## src/rtl/pong_game_ctrl.sv

```systemverilog
// pong_game_ctrl: single-player pong game controller. Holds the game FSM,
// paddle and ball kinematics, score and lives; motion advances once per
// video frame on refresh_tick.
module pong_game_ctrl #(
  parameter int unsigned H_VIS        = 640,
  parameter int unsigned V_VIS        = 480,
  parameter int unsigned WALL_X_R     = 35,
  parameter int unsigned PAD_X_L      = 600,
  parameter int unsigned PAD_H        = 72,
  parameter int unsigned BALL_SZ      = 8,
  parameter int unsigned BALL_V       = 2,
  parameter int unsigned PAD_V        = 4,
  parameter int unsigned LIVES_INIT   = 3,
  parameter int unsigned SERVE_FRAMES = 60
) (
  input  logic       clk,
  input  logic       reset,
  input  logic       refresh_tick,
  input  logic       btn_up,
  input  logic       btn_dn,
  input  logic       btn_start,
  output logic [9:0] paddle_y,
  output logic [9:0] ball_x,
  output logic [9:0] ball_y,
  output logic [7:0] score,
  output logic [1:0] lives,
  output logic [2:0] state,
  output logic       game_over
);

  // Internal coordinate width is one bit wider than the outputs so sums never wrap.
  localparam int unsigned CW  = 11;
  localparam int unsigned OW  = 10;
  localparam int unsigned SW  = 8;
  localparam int unsigned LW  = 2;
  localparam int unsigned SCW = 16;

  localparam logic [CW-1:0]  BALL_X0    = CW'((H_VIS - BALL_SZ) / 2);
  localparam logic [CW-1:0]  BALL_Y0    = CW'((V_VIS - BALL_SZ) / 2);
  localparam logic [CW-1:0]  PAD_Y0     = CW'((V_VIS - PAD_H) / 2);
  localparam logic [CW-1:0]  PAD_Y_MAX  = CW'(V_VIS - PAD_H);
  localparam logic [CW-1:0]  PAD_STEP   = CW'(PAD_V);
  localparam logic [CW-1:0]  BALL_STEP  = CW'(BALL_V);
  localparam logic [CW-1:0]  TOP_LIM    = CW'(BALL_V);
  localparam logic [CW-1:0]  BOT_LIM    = CW'(V_VIS - BALL_V);
  localparam logic [CW-1:0]  WALL_LIM   = CW'(WALL_X_R + 1);
  localparam logic [CW-1:0]  HIT_X_LO   = CW'(PAD_X_L);
  localparam logic [CW-1:0]  HIT_X_HI   = CW'(PAD_X_L + 3);
  localparam logic [CW-1:0]  MISS_X     = CW'(H_VIS - BALL_SZ);
  localparam logic [CW-1:0]  SZ         = CW'(BALL_SZ);
  localparam logic [CW-1:0]  SZ_M1      = CW'(BALL_SZ - 1);
  localparam logic [CW-1:0]  PAD_H_M1   = CW'(PAD_H - 1);
  localparam logic [SCW-1:0] SERVE_LAST = SCW'(SERVE_FRAMES - 1);
  localparam logic [LW-1:0]  LIVES0     = LW'(LIVES_INIT);

  typedef enum logic [2:0] {
    S_IDLE     = 3'd0,
    S_SERVE    = 3'd1,
    S_PLAY     = 3'd2,
    S_POINT    = 3'd3,
    S_GAMEOVER = 3'd4
  } state_t;

  state_t         st_q, st_nxt;
  logic [CW-1:0]  pad_q, pad_nxt, pad_mv;
  logic [CW-1:0]  bx_q, bx_nxt;
  logic [CW-1:0]  by_q, by_nxt;
  logic           dx_q, dx_nxt;   // 1 = moving right
  logic           dy_q, dy_nxt;   // 1 = moving down
  logic [SW-1:0]  score_q, score_nxt;
  logic [LW-1:0]  lives_q, lives_nxt;
  logic [SCW-1:0] cnt_q, cnt_nxt;
  logic           go_q, go_nxt;
  logic           start_d_q;
  logic           start_pulse;
  logic           hit;
  logic           miss;

  // Rising edge of the start button; a held button yields a single pulse.
  assign start_pulse = btn_start & ~start_d_q;

  // Ball overlaps the paddle's 4-px hit strip while travelling toward it.
  assign hit = dx_q
             && (bx_q + SZ_M1 >= HIT_X_LO) && (bx_q <= HIT_X_HI)
             && (by_q + SZ_M1 >= pad_q)    && (by_q <= pad_q + PAD_H_M1);

  // Ball reached the right edge without touching the paddle.
  assign miss = (bx_q >= MISS_X) && !hit;

  // Paddle position after one frame of button motion, clamped to the screen.
  always_comb begin
    pad_mv = pad_q;
    if (btn_up && !btn_dn) begin
      pad_mv = (pad_q >= PAD_STEP) ? pad_q - PAD_STEP : '0;
    end else if (btn_dn && !btn_up) begin
      pad_mv = (pad_q + PAD_STEP >= PAD_Y_MAX) ? PAD_Y_MAX : pad_q + PAD_STEP;
    end
  end

  // Next state and next datapath values; everything holds unless a rule fires.
  always_comb begin
    st_nxt    = st_q;
    pad_nxt   = pad_q;
    bx_nxt    = bx_q;
    by_nxt    = by_q;
    dx_nxt    = dx_q;
    dy_nxt    = dy_q;
    score_nxt = score_q;
    lives_nxt = lives_q;
    cnt_nxt   = cnt_q;

    case (st_q)
      S_IDLE: begin
        if (start_pulse) begin
          st_nxt    = S_SERVE;
          score_nxt = '0;
          lives_nxt = LIVES0;
          cnt_nxt   = '0;
          bx_nxt    = BALL_X0;
          by_nxt    = BALL_Y0;
        end
      end

      S_SERVE: begin
        bx_nxt = BALL_X0;
        by_nxt = BALL_Y0;
        if (refresh_tick) begin
          pad_nxt = pad_mv;
          if (cnt_q == SERVE_LAST) begin
            st_nxt = S_PLAY;
            dx_nxt = 1'b1;
            dy_nxt = 1'b1;
          end else begin
            cnt_nxt = cnt_q + SCW'(1);
          end
        end
      end

      S_PLAY: begin
        if (refresh_tick) begin
          pad_nxt = pad_mv;
          if (miss) begin
            lives_nxt = (lives_q == '0) ? '0 : lives_q - LW'(1);
            st_nxt    = S_POINT;
          end else begin
            bx_nxt = dx_q ? bx_q + BALL_STEP : bx_q - BALL_STEP;
            by_nxt = dy_q ? by_q + BALL_STEP : by_q - BALL_STEP;
            if (by_q <= TOP_LIM) begin
              dy_nxt = 1'b1;
            end else if (by_q + SZ >= BOT_LIM) begin
              dy_nxt = 1'b0;
            end
            if (hit) begin
              dx_nxt = 1'b0;
            end else if (bx_q <= WALL_LIM) begin
              dx_nxt = 1'b1;
            end
            if (hit && (score_q != '1)) begin
              score_nxt = score_q + SW'(1);
            end
          end
        end
      end

      S_POINT: begin
        if (lives_q == '0) begin
          st_nxt = S_GAMEOVER;
        end else begin
          st_nxt  = S_SERVE;
          cnt_nxt = '0;
          bx_nxt  = BALL_X0;
          by_nxt  = BALL_Y0;
        end
      end

      S_GAMEOVER: begin
        if (start_pulse) begin
          st_nxt = S_IDLE;
        end
      end

      default: begin
        st_nxt = S_IDLE;
      end
    endcase

    go_nxt = (st_nxt == S_GAMEOVER);
  end

  // FSM state register.
  always_ff @(posedge clk or negedge reset) begin
    if (!reset) begin
      st_q <= S_IDLE;
    end else begin
      st_q <= st_nxt;
    end
  end

  // Datapath, output flags and start-button delay register.
  always_ff @(posedge clk or negedge reset) begin
    if (!reset) begin
      pad_q     <= PAD_Y0;
      bx_q      <= BALL_X0;
      by_q      <= BALL_Y0;
      dx_q      <= 1'b1;
      dy_q      <= 1'b1;
      score_q   <= '0;
      lives_q   <= LIVES0;
      cnt_q     <= '0;
      go_q      <= 1'b0;
      start_d_q <= 1'b0;
    end else begin
      pad_q     <= pad_nxt;
      bx_q      <= bx_nxt;
      by_q      <= by_nxt;
      dx_q      <= dx_nxt;
      dy_q      <= dy_nxt;
      score_q   <= score_nxt;
      lives_q   <= lives_nxt;
      cnt_q     <= cnt_nxt;
      go_q      <= go_nxt;
      start_d_q <= btn_start;
    end
  end

  // Outputs are slices of the registers above.
  assign paddle_y  = pad_q[OW-1:0];
  assign ball_x    = bx_q[OW-1:0];
  assign ball_y    = by_q[OW-1:0];
  assign score     = score_q;
  assign lives     = lives_q;
  assign state     = st_q;
  assign game_over = go_q;

endmodule

```

## config.mk

```make
export PLATFORM = sky130hd
export DESIGN_NAME = pong_game_ctrl
export DESIGN_NICKNAME = d
export VERILOG_FILES = /design/src/rtl/pong_game_ctrl.sv
export SDC_FILE = /design/constraint.sdc
export NUM_CORES = 1
export LEC_CHECK = 0
export CORE_ASPECT_RATIO = 1.25
export CORE_UTILIZATION = 60
export CTS_BUF_LIST = sky130_fd_sc_hd__clkbuf_16
export DETAILED_ROUTE_END_ITERATION = 12
export GPL_TIMING_DRIVEN = 0
export MAX_ROUTING_LAYER = met4
export PLACE_DENSITY = 0.83
export SKIP_LAST_GASP = 1
export SLEW_MARGIN = 20
export SYNTH_ARGS = -nofsm -noshare
export SYNTH_HDL_FRONTEND = slang
export SYNTH_SLANG_ARGS = --single-unit
```

## constraint.sdc

```tcl
create_clock -name clk -period 6.05 [get_ports clk]
set_input_delay 1.21 -clock clk [delete_from_list [all_inputs] [get_ports clk]]
set_output_delay 1.21 -clock clk [all_outputs]
set_load 0.01 [all_outputs]
```

==> run_summary.xml, run 1 <==
<?xml version="1.0" encoding="UTF-8"?>
<metrics>
  <group name="status">
    <metric name="outcome" unit="">finished, final reports clean</metric>
  </group>
  <group name="sta">
    <metric name="endpoints_failing_hold" unit="">0</metric>
    <metric name="unrepaired_setup_endpoints_after_global_routing" unit="">no</metric>
    <metric name="post-route-period-util" unit="%">63.2</metric>
    <metric name="slew-limit-headroom" unit="%">51.0</metric>
    <metric name="number_of_setup_violations_in_the_final_report" unit="">0</metric>
    <metric name="fin_crit" unit="ns">3.83</metric>
    <metric name="maxClockFrequency" unit="MHz">261</metric>
    <metric name="post_route_setup_tns" unit="ns">0</metric>
    <metric name="clock_skew" unit="ns">0.00668</metric>
    <metric name="final-max-slew-violation-count" unit="">0</metric>
    <metric name="timing_worst_slew_pin_value" unit="ns">0.728</metric>
  </group>
  <group name="global_route">
    <metric name="grt_antenna_before_repair" unit="">0</metric>
    <metric name="remaining_overflow_grt" unit="">0</metric>
    <metric name="grt_pass1_vias" unit="">4751</metric>
    <metric name="largest_net_degree_at_the_start_of_global_routing" unit="">37</metric>
    <metric name="all_layer_global_routing_usage" unit="%">31.8</metric>
    <metric name="first_pass_grt_wire_length" unit="um">22700</metric>
  </group>
  <group name="yosys">
    <metric name="synth_enable_flop_cells" unit="">0</metric>
    <metric name="syn-mean-instance-area" unit="um2">8.26</metric>
    <metric name="synth_seq_area_share" unit="%">30.1</metric>
    <metric name="synthArstFlopShare" unit="%">100</metric>
    <metric name="synth_area" unit="um2">5240</metric>
    <metric name="primary_ff_master_synth" unit="">sky130_fd_sc_hd__dfrtp_1</metric>
    <metric name="ys_warn_count" unit="">0</metric>
    <metric name="synthCells" unit="">634</metric>
    <metric name="distinct_cell_type_count_after_synthesis" unit="">69</metric>
    <metric name="ys_seq_elements" unit="">62</metric>
  </group>
  <group name="cells_and_area">
    <metric name="finish.cell_count_without_fillers" unit="">796</metric>
    <metric name="finalNetCount" unit="">743</metric>
    <metric name="areaGrowthSynthToFinish" unit="%">16.6</metric>
    <metric name="antennaDiodeCount" unit="">0</metric>
    <metric name="final_area" unit="um2">6110</metric>
    <metric name="layout-drive-gt1-share" unit="%">12.2</metric>
  </group>
  <group name="clock_network">
    <metric name="postCtsSetupRepairBufs" unit="">0</metric>
    <metric name="htree_num_levels" unit="">3</metric>
    <metric name="numClockSinks" unit="">62</metric>
    <metric name="cts_resized" unit="">0</metric>
    <metric name="ctsLongestPathBuffers" unit="">2</metric>
    <metric name="cts_tree" unit="">done</metric>
    <metric name="postCtsHoldBufs" unit="">0</metric>
    <metric name="cts_buffers" unit="">9</metric>
    <metric name="clk_pin_slew_worst_paths" unit="ns">0.06</metric>
    <metric name="clock_tree.root_cell" unit="">sky130_fd_sc_hd__clkbuf_16</metric>
    <metric name="clock_network_latency_to_the_later_pin_of_the_worst_skew_pair" unit="ns">0.33</metric>
  </group>
  <group name="power">
    <metric name="combPwrFrac" unit="%">39.2</metric>
    <metric name="p_int" unit="mW">1.04</metric>
    <metric name="share_clk_of_total_power" unit="%">28.1</metric>
    <metric name="power_density" unit="nW/um2">275</metric>
    <metric name="ir_worst_vdd" unit="uV">131</metric>
    <metric name="seqPwrFrac" unit="%">32.7</metric>
    <metric name="p_sw_share" unit="%">38.1</metric>
    <metric name="reported_net_switching_power" unit="mW">0.639</metric>
    <metric name="leakagePower" unit="nW">2.56</metric>
  </group>
  <group name="floorplanning">
    <metric name="i_o_pin_count" unit="">50</metric>
    <metric name="die_area" unit="um2">9110</metric>
    <metric name="die_w" unit="um">85.6</metric>
    <metric name="rows" unit="">37</metric>
    <metric name="initial_util" unit="%">62.9</metric>
    <metric name="dieHeight" unit="um">106</metric>
    <metric name="floorplan.core_area" unit="um2">8330</metric>
  </group>
  <group name="worst_setup_path">
    <metric name="critPathTopFamily" unit="">simple AND/OR/NAND/NOR gates</metric>
    <metric name="data_arrival_time_of_the_critical_path" unit="ns">4.08</metric>
    <metric name="start_kind" unit="">register</metric>
    <metric name="crit_type" unit="">reg2reg</metric>
    <metric name="critical_path.slowest_cell" unit="">sky130_fd_sc_hd__dfstp_2</metric>
    <metric name="crit_path_max_fanout" unit="">11</metric>
    <metric name="path_buf_inv" unit="">1</metric>
    <metric name="timing.critical_path.slowest_cell_delay" unit="ns">0.65</metric>
    <metric name="timing.critical_path.to_type" unit="">register</metric>
    <metric name="path_cells" unit="">ha_1 &gt; and3_1 &gt; clkbuf_1 &gt; o2111ai_1 &gt; xnor2_1 &gt; ha_1 &gt; a211o_1 &gt; a211oi_2 &gt; nand3_1 &gt; or4_1 &gt; or4_1 &gt; a21oi_1</metric>
    <metric name="worst_ep_required_time" unit="ns">6.30</metric>
  </group>
  <group name="routing">
    <metric name="remaining_drc_errors" unit="">0</metric>
    <metric name="firstDrtPassIters" unit="">6</metric>
    <metric name="first_iter_violations" unit="">360</metric>
    <metric name="drt-total-wl" unit="um">13500</metric>
    <metric name="detail-route-antenna-nets" unit="">0</metric>
    <metric name="route.detailed.vias_per_inst" unit="">6.39</metric>
    <metric name="routed-via-count" unit="">5083</metric>
    <metric name="post_drt_wl_per_cell" unit="um">17.0</metric>
  </group>
  <group name="hold_path">
    <metric name="hold_class" unit="">reg2reg</metric>
  </group>
  <group name="job">
    <metric name="timing.max_cap.violations" unit="">0</metric>
  </group>
  <group name="place">
    <metric name="placedInstanceArea" unit="um2">5840</metric>
    <metric name="gp_routability_congestion" unit="">0.973</metric>
    <metric name="dpl.cell_count" unit="">780</metric>
    <metric name="dpl.hpwl" unit="um">9870</metric>
    <metric name="port_buffer_cells" unit="">45</metric>
  </group>
</metrics>
-- metrics by stage --
stage	utilization, %	setup WS (ns)	power, mW	hold slack, ns
6_report	73.3	2.22	1.68	0.515
5_1_grt	73.3	1.93	1.77	0.548
4_1_cts	73.3	2.22	1.67	0.510
3_5_place_dp	70.1	2.25	1.20	0.497
3_3_place_gp	69.8	1.71	1.17	0.494
2_1_floorplan	-	2.64	0.989	0.497
-- per-layer routing --
layer  wire [um]  global-route usage [%]  vias to the layer above
met4         361                    12.5                        0
met1        5710                    38.7                     2447
met2        6820                    53.4                      190
li1            -                       -                     2412
met3         629                    4.50                       34
met5           0                       -                        -
-- power groups by stage --
| stage | clock (mW) | combinational, mW | sequential, mW |
|---|---|---|---|
| global route | 0.490 | 0.728 | 0.556 |
| finish | 0.471 | 0.659 | 0.549 |
| CTS | 0.472 | 0.650 | 0.547 |
| floorplan | 0 | 0.453 | 0.536 |
| detailed placement | 0 | 0.645 | 0.552 |
| global placement | 0 | 0.620 | 0.549 |
-- synthesized netlist by cell type, drive strengths merged, types with 4 or more instances --
cell type	n	share of area, %
o21ai	50	4.8
nor2	49	3.5
dfrtp	44	21
nand2	44	3.2
ha	42	10
buf	37	5.1
nand3	34	3.2
inv	32	2.3
xnor2	32	5.4
a21oi	30	2.9
clkbuf	23	1.6
nor3	23	2.3
dfstp	18	9.0
a31oi	15	1.8
nand4	15	1.9
and3	11	1.3
xor2	10	1.7
o31ai	8	1.1
or4	8	1.1
and2	7	0.86
nand2b	7	0.84
nor4	7	0.84
and4	6	1.1
o211ai	6	0.86
a21o	5	0.72
mux2i	5	0.96
nor3b	5	0.81
nor2b	4	0.48
o21a	4	0.57
or3	4	0.48
-- registers in the layout (all words and copies together), names as in the netlist --
signal	flops
score	8
bx_q	10
dy_q	1
cnt_q	16
state	3
lives	2
start_d_q	1
by_q	10
pad_q	9
dx_q	1
game_over	1
-- cells in the final DEF (no fill, tap or decap), drive strengths merged, types with 4 or more instances in the layout --
cell type	synthesis	routed
nor4	7	7
ha	42	42
xnor2	32	32
and2	7	7
xor2	10	10
buf	37	39
clkdlybuf4s50	0	44
o21ai	50	50
and4	6	6
nor2	49	49
clkbuf	23	32
nor3	23	23
or4	8	8
o31ai	8	8
o21a	4	4
a21o	5	5
clkinv	0	4
or3	4	4
nand2b	7	7
nor3b	5	5
nand4	15	15
nand3	34	34
a31oi	15	15
a21oi	30	30
inv	32	33
and3	11	11
o211ai	6	6
dfstp	18	18
mux2i	5	5
nand2	44	44
nor2b	4	4
dfrtp	44	44
conb	1	4
-- kinds of logic (layout without fill, tap and decap cells) --
group	count (synthesis)	after routing	share of synthesized area (%)
buffers and inverters	92	154	9.01
AOI/OAI and AO/OA	158	158	19.4
and+or+nand+nor	230	230	22.9
DFF	62	62	30.1
xor gates and xnor gates	42	42	7.02
other	1	4	0.0716
muxes	6	6	1.17
adders and majority gates	43	43	10.4
-- area by class of cell --
type / count / area, um2
multi-input combinational: 483 / 3200
fill: 646 / 2230
sequential: 62 / 1570
timing repair buffer: 46 / 468
buffer: 60 / 352
clock buffer: 9 / 225
tap: 97 / 121
inverter: 32 / 120
clock inverter: 7 / 42.5
-- final timing paths --
| check | from | to | slack, ns | cells past startpoint |
|---|---|---|---|---|
| max | pad_q[2]$_DFFE_PN1P_ | score[6]$_DFFE_PN0P_ | 2.22 | 12 |
| min | lives[1]$_DFFE_PN1P_ | lives[0]$_DFFE_PN1P_ | 0.52 | 2 |
| max reg2reg | pad_q[2]$_DFFE_PN1P_ | score[6]$_DFFE_PN0P_ | 2.22 | 12 |
| min reg2reg | lives[1]$_DFFE_PN1P_ | lives[0]$_DFFE_PN1P_ | 0.52 | 2 |
| max in group asynchronous | reset | dx_q$_DFFE_PN1P_ | 4.67 | 2 |
| min in group asynchronous | reset | pad_q[5]$_DFFE_PN0P_ | 0.79 | 1 |
-- worst register-to-register path, cell delays in order (launching register included) --
cell	delay, ns
sky130_fd_sc_hd__dfstp_2	0.65
sky130_fd_sc_hd__ha_1	0.34
sky130_fd_sc_hd__and3_1	0.19
sky130_fd_sc_hd__clkbuf_1	0.22
sky130_fd_sc_hd__o2111ai_1	0.15
sky130_fd_sc_hd__xnor2_1	0.17
sky130_fd_sc_hd__ha_1	0.30
sky130_fd_sc_hd__a211o_1	0.31
sky130_fd_sc_hd__a211oi_2	0.28
sky130_fd_sc_hd__nand3_1	0.14
sky130_fd_sc_hd__or4_1	0.44
sky130_fd_sc_hd__or4_1	0.41
sky130_fd_sc_hd__a21oi_1	0.15
Note: power is estimated with default switching activity, not from simulation.
==> inputs of run 2 (changes only) <==
--- a/config.mk
+++ b/config.mk
@@ -6,12 +6,12 @@
 export NUM_CORES = 1
 export LEC_CHECK = 0
 export CORE_ASPECT_RATIO = 1.25
-export CORE_UTILIZATION = 60
+export CORE_UTILIZATION = 59
 export CTS_BUF_LIST = sky130_fd_sc_hd__clkbuf_16
 export DETAILED_ROUTE_END_ITERATION = 12
 export GPL_TIMING_DRIVEN = 0
 export MAX_ROUTING_LAYER = met4
-export PLACE_DENSITY = 0.83
+export PLACE_DENSITY = 0.82
 export SKIP_LAST_GASP = 1
 export SLEW_MARGIN = 20
 export SYNTH_ARGS = -nofsm -noshare
==> constraint.sdc (replaced) <==
create_clock -name clk -period 3.8 [get_ports clk]
set_input_delay 0.76 -clock clk [delete_from_list [all_inputs] [get_ports clk]]
set_output_delay 0.76 -clock clk [all_outputs]
set_load 0.01 [all_outputs]
==> run 2 against run 1 <==
- design area increased by 0.92%
- sequential share of layout area is 0.24 points lower
- wire length is 4.7% higher
- clock skew is essentially flat
- utilization down 2.1 points
- count of clock-buffer cells in the layout did not move
- critical path type unchanged
- power increased by 67%
- sequential power increased by 59%
- combinational power grew 64%
==> run_summary.xml, run 2 (synthesis results as in run 1) <==
<?xml version="1.0" encoding="UTF-8"?>
<metrics>
  <group name="cells_and_area">
    <metric name="finalNetCount" unit="">741</metric>
    <metric name="fill_cells" unit="">715</metric>
    <metric name="layout.cells.most_common_list" unit="">49 x sky130_fd_sc_hd__nor2_1, 48 x sky130_fd_sc_hd__o21ai_0, 44 x sky130_fd_sc_hd__dfrtp_1, 44 x sky130_fd_sc_hd__clkdlybuf4s50_1, 43 x sky130_fd_sc_hd__nand2_1</metric>
    <metric name="reg.largest.list" unit="">cnt_q x16, bx_q x10, by_q x10</metric>
    <metric name="register_ranked_first_by_flip_flop_count" unit="">cnt_q</metric>
    <metric name="layout-drive-gt1-share" unit="%">12.6</metric>
    <metric name="finish.cell_count_without_fillers" unit="">817</metric>
    <metric name="layout.cells.most_common" unit="">sky130_fd_sc_hd__nor2_1</metric>
    <metric name="final_util" unit="%">71.2</metric>
    <metric name="antennaDiodeCount" unit="">0</metric>
    <metric name="areaGrowthSynthToFinish" unit="%">17.7</metric>
    <metric name="largest_register_ff_count" unit="">16</metric>
  </group>
  <group name="floorplanning">
    <metric name="dieHeight" unit="um">107</metric>
    <metric name="die_area" unit="um2">9260</metric>
    <metric name="die_w" unit="um">86.3</metric>
    <metric name="i_o_pin_count" unit="">50</metric>
    <metric name="floorplan.core_area" unit="um2">8650</metric>
    <metric name="rows" unit="">38</metric>
    <metric name="initial_util" unit="%">60.5</metric>
  </group>
  <group name="routing">
    <metric name="detail-route-antenna-nets" unit="">0</metric>
    <metric name="drt-total-wl" unit="um">14200</metric>
    <metric name="routed-via-count" unit="">5167</metric>
    <metric name="firstDrtPassIters" unit="">5</metric>
    <metric name="first_iter_violations" unit="">403</metric>
    <metric name="post_drt_wl_per_cell" unit="um">17.3</metric>
    <metric name="remaining_drc_errors" unit="">0</metric>
    <metric name="route.detailed.vias_per_inst" unit="">6.32</metric>
  </group>
  <group name="status">
    <metric name="outcome" unit="">finished, final reports clean</metric>
  </group>
  <group name="clock_network">
    <metric name="ctsLongestPathBuffers" unit="">2</metric>
    <metric name="cts_buffers" unit="">9</metric>
    <metric name="clock_tree.root_cell" unit="">sky130_fd_sc_hd__clkbuf_16</metric>
    <metric name="clock_network_latency_to_the_later_pin_of_the_worst_skew_pair" unit="ns">0.35</metric>
    <metric name="cts_tree" unit="">done</metric>
    <metric name="postCtsHoldBufs" unit="">0</metric>
    <metric name="clk_pin_slew_worst_paths" unit="ns">0.06</metric>
    <metric name="numClockSinks" unit="">62</metric>
    <metric name="htree_num_levels" unit="">3</metric>
  </group>
  <group name="sta">
    <metric name="hold_ws" unit="ns">0.321</metric>
    <metric name="post-route-period-util" unit="%">97.0</metric>
    <metric name="maxClockFrequency" unit="MHz">271</metric>
    <metric name="post_route_setup_tns" unit="ns">0</metric>
    <metric name="final-max-slew-violation-count" unit="">0</metric>
    <metric name="timing_worst_slew_pin_value" unit="ns">0.750</metric>
    <metric name="unrepaired_setup_endpoints_after_global_routing" unit="">yes</metric>
    <metric name="clock_skew" unit="ns">0.00654</metric>
    <metric name="endpoints_failing_hold" unit="">0</metric>
    <metric name="number_of_setup_violations_in_the_final_report" unit="">0</metric>
    <metric name="slew-limit-headroom" unit="%">49.5</metric>
    <metric name="fin_crit" unit="ns">3.69</metric>
  </group>
  <group name="hold_path">
    <metric name="hold_class" unit="">in2async</metric>
  </group>
  <group name="worst_setup_path">
    <metric name="timing.critical_path.to_type" unit="">register</metric>
    <metric name="reg2reg_from" unit="">by_q[3]$_DFFE_PN1P_</metric>
    <metric name="crit-reg2reg-capture" unit="">score[1]$_DFFE_PN0P_</metric>
    <metric name="timing.reg2reg.setup_slack" unit="ns">0.11</metric>
    <metric name="worst_ep_required_time" unit="ns">4.06</metric>
    <metric name="crit_path_max_fanout" unit="">10</metric>
    <metric name="start_kind" unit="">register</metric>
    <metric name="r2r.worst_path.cells" unit="">12</metric>
    <metric name="data_arrival_time_of_the_critical_path" unit="ns">3.94</metric>
    <metric name="crit_type" unit="">reg2reg</metric>
  </group>
  <group name="power">
    <metric name="ir_worst_vdd" unit="uV">242</metric>
    <metric name="power_density" unit="nW/um2">454</metric>
    <metric name="design_power_total" unit="mW">2.80</metric>
    <metric name="leakagePower" unit="nW">2.56</metric>
  </group>
  <group name="global_route">
    <metric name="first_pass_grt_wire_length" unit="um">22900</metric>
    <metric name="largest_net_degree_at_the_start_of_global_routing" unit="">37</metric>
    <metric name="grt_pass1_vias" unit="">4950</metric>
    <metric name="remaining_overflow_grt" unit="">0</metric>
    <metric name="all_layer_global_routing_usage" unit="%">32.5</metric>
    <metric name="grt_antenna_before_repair" unit="">0</metric>
  </group>
  <group name="place">
    <metric name="dpl.hpwl" unit="um">10300</metric>
    <metric name="dpl.cell_count" unit="">803</metric>
    <metric name="port_buffer_cells" unit="">45</metric>
    <metric name="gp_routability_congestion" unit="">0.979</metric>
  </group>
  <group name="job">
    <metric name="timing.max_cap.violations" unit="">0</metric>
  </group>
</metrics>
[run 2: cell types whose count changed in the layout (fill, tap and decap cells not counted)]
cell | previous run | this run
sky130_fd_sc_hd__a2111oi_0 | 1 | 0
sky130_fd_sc_hd__a2111oi_1 | 0 | 1
sky130_fd_sc_hd__bufinv_16 | 0 | 1
sky130_fd_sc_hd__clkbuf_1 | 23 | 20
sky130_fd_sc_hd__clkbuf_2 | 0 | 1
sky130_fd_sc_hd__clkinv_2 | 3 | 2
sky130_fd_sc_hd__clkinv_4 | 1 | 0
sky130_fd_sc_hd__ha_1 | 42 | 41
sky130_fd_sc_hd__ha_2 | 0 | 1
sky130_fd_sc_hd__inv_1 | 32 | 31
sky130_fd_sc_hd__inv_6 | 0 | 2
[run 2: how the worst max path moves through the flow]
stage / slack [ns] / from / end / cells after the start
final: 0.11 / by_q[3]$_DFFE_PN1P_ / score[1]$_DFFE_PN0P_ / 12
after global routing: -0.08 / by_q[3]$_DFFE_PN1P_ / score[1]$_DFFE_PN0P_ / 12
after CTS: 0.005 / pad_q[2]$_DFFE_PN1P_ / score[6]$_DFFE_PN0P_ / 12
after detailed placement: -0.08 / by_q[3]$_DFFE_PN1P_ / score[1]$_DFFE_PN0P_ / 13
after global placement: -0.11 / reset / cnt_q[7]$_DFFE_PN0P_ / 1
after floorplan: 0.39 / pad_q[2]$_DFFE_PN1P_ / score[6]$_DFFE_PN0P_ / 12
[run 2: final cells by class]
cell class | count | area [um2] | share of cell area [%]
Inverter | 32 | 120 | 1.95
Sequential cell | 62 | 1570 | 25.5
Clock buffer | 9 | 225 | 3.65
Multi-Input combinational cell | 483 | 3210 | 52.0
Clock inverter | 7 | 72.6 | 1.18
Timing Repair Buffer | 46 | 468 | 7.59
Buffer | 58 | 345 | 5.60
Tap cell | 120 | 150 | 2.44
[run 2: routing by layer]
metal	vias to the layer above	GRT usage [%]	routed length [um]
met3	69	4.29	745
li1	2394	-	-
met4	0	19.8	671
met2	236	56.6	7190
met1	2468	35.1	5550
met5	-	-	0
[run 2: power breakdown]
| part | total [mW] | switching (mW) | internal, mW |
|---|---|---|---|
| clock | 0.848 | 0.339 | 0.510 |
| combinational | 1.08 | 0.612 | 0.465 |
| sequential | 0.873 | 0.112 | 0.762 |
| total | 2.80 | 1.06 | 1.74 |
[run 2: timing repair]
action	4_1_cts	5_1_grt
endpoints found under the setup margin	8	9
pin swaps	0	0
buffers inserted	0	0
gates resized for setup	2	1
[run 2: metrics by stage]
step | area, um2 | worst slack [ns]
after floorplan | 5250 | 0.385
after global placement | 5850 | -0.107
after detailed placement | 5870 | -0.0790
after CTS | 6170 | 0.00495
after global routing | 6160 | -0.0766
final | 6160 | 0.114
[run 2: worst max-delay path, cell delays in order (launching register included)]
cell and delay (ns):
sky130_fd_sc_hd__dfstp_2 0.64, sky130_fd_sc_hd__ha_1 0.27, sky130_fd_sc_hd__and3_1 0.35, sky130_fd_sc_hd__nor2b_1 0.20
sky130_fd_sc_hd__xor2_1 0.17, sky130_fd_sc_hd__ha_1 0.27, sky130_fd_sc_hd__a21o_1 0.21, sky130_fd_sc_hd__a2111oi_1 0.55
sky130_fd_sc_hd__o31a_1 0.28, sky130_fd_sc_hd__nand2b_1 0.13, sky130_fd_sc_hd__clkbuf_2 0.21, sky130_fd_sc_hd__nor3_1 0.10
sky130_fd_sc_hd__o21ai_0 0.21
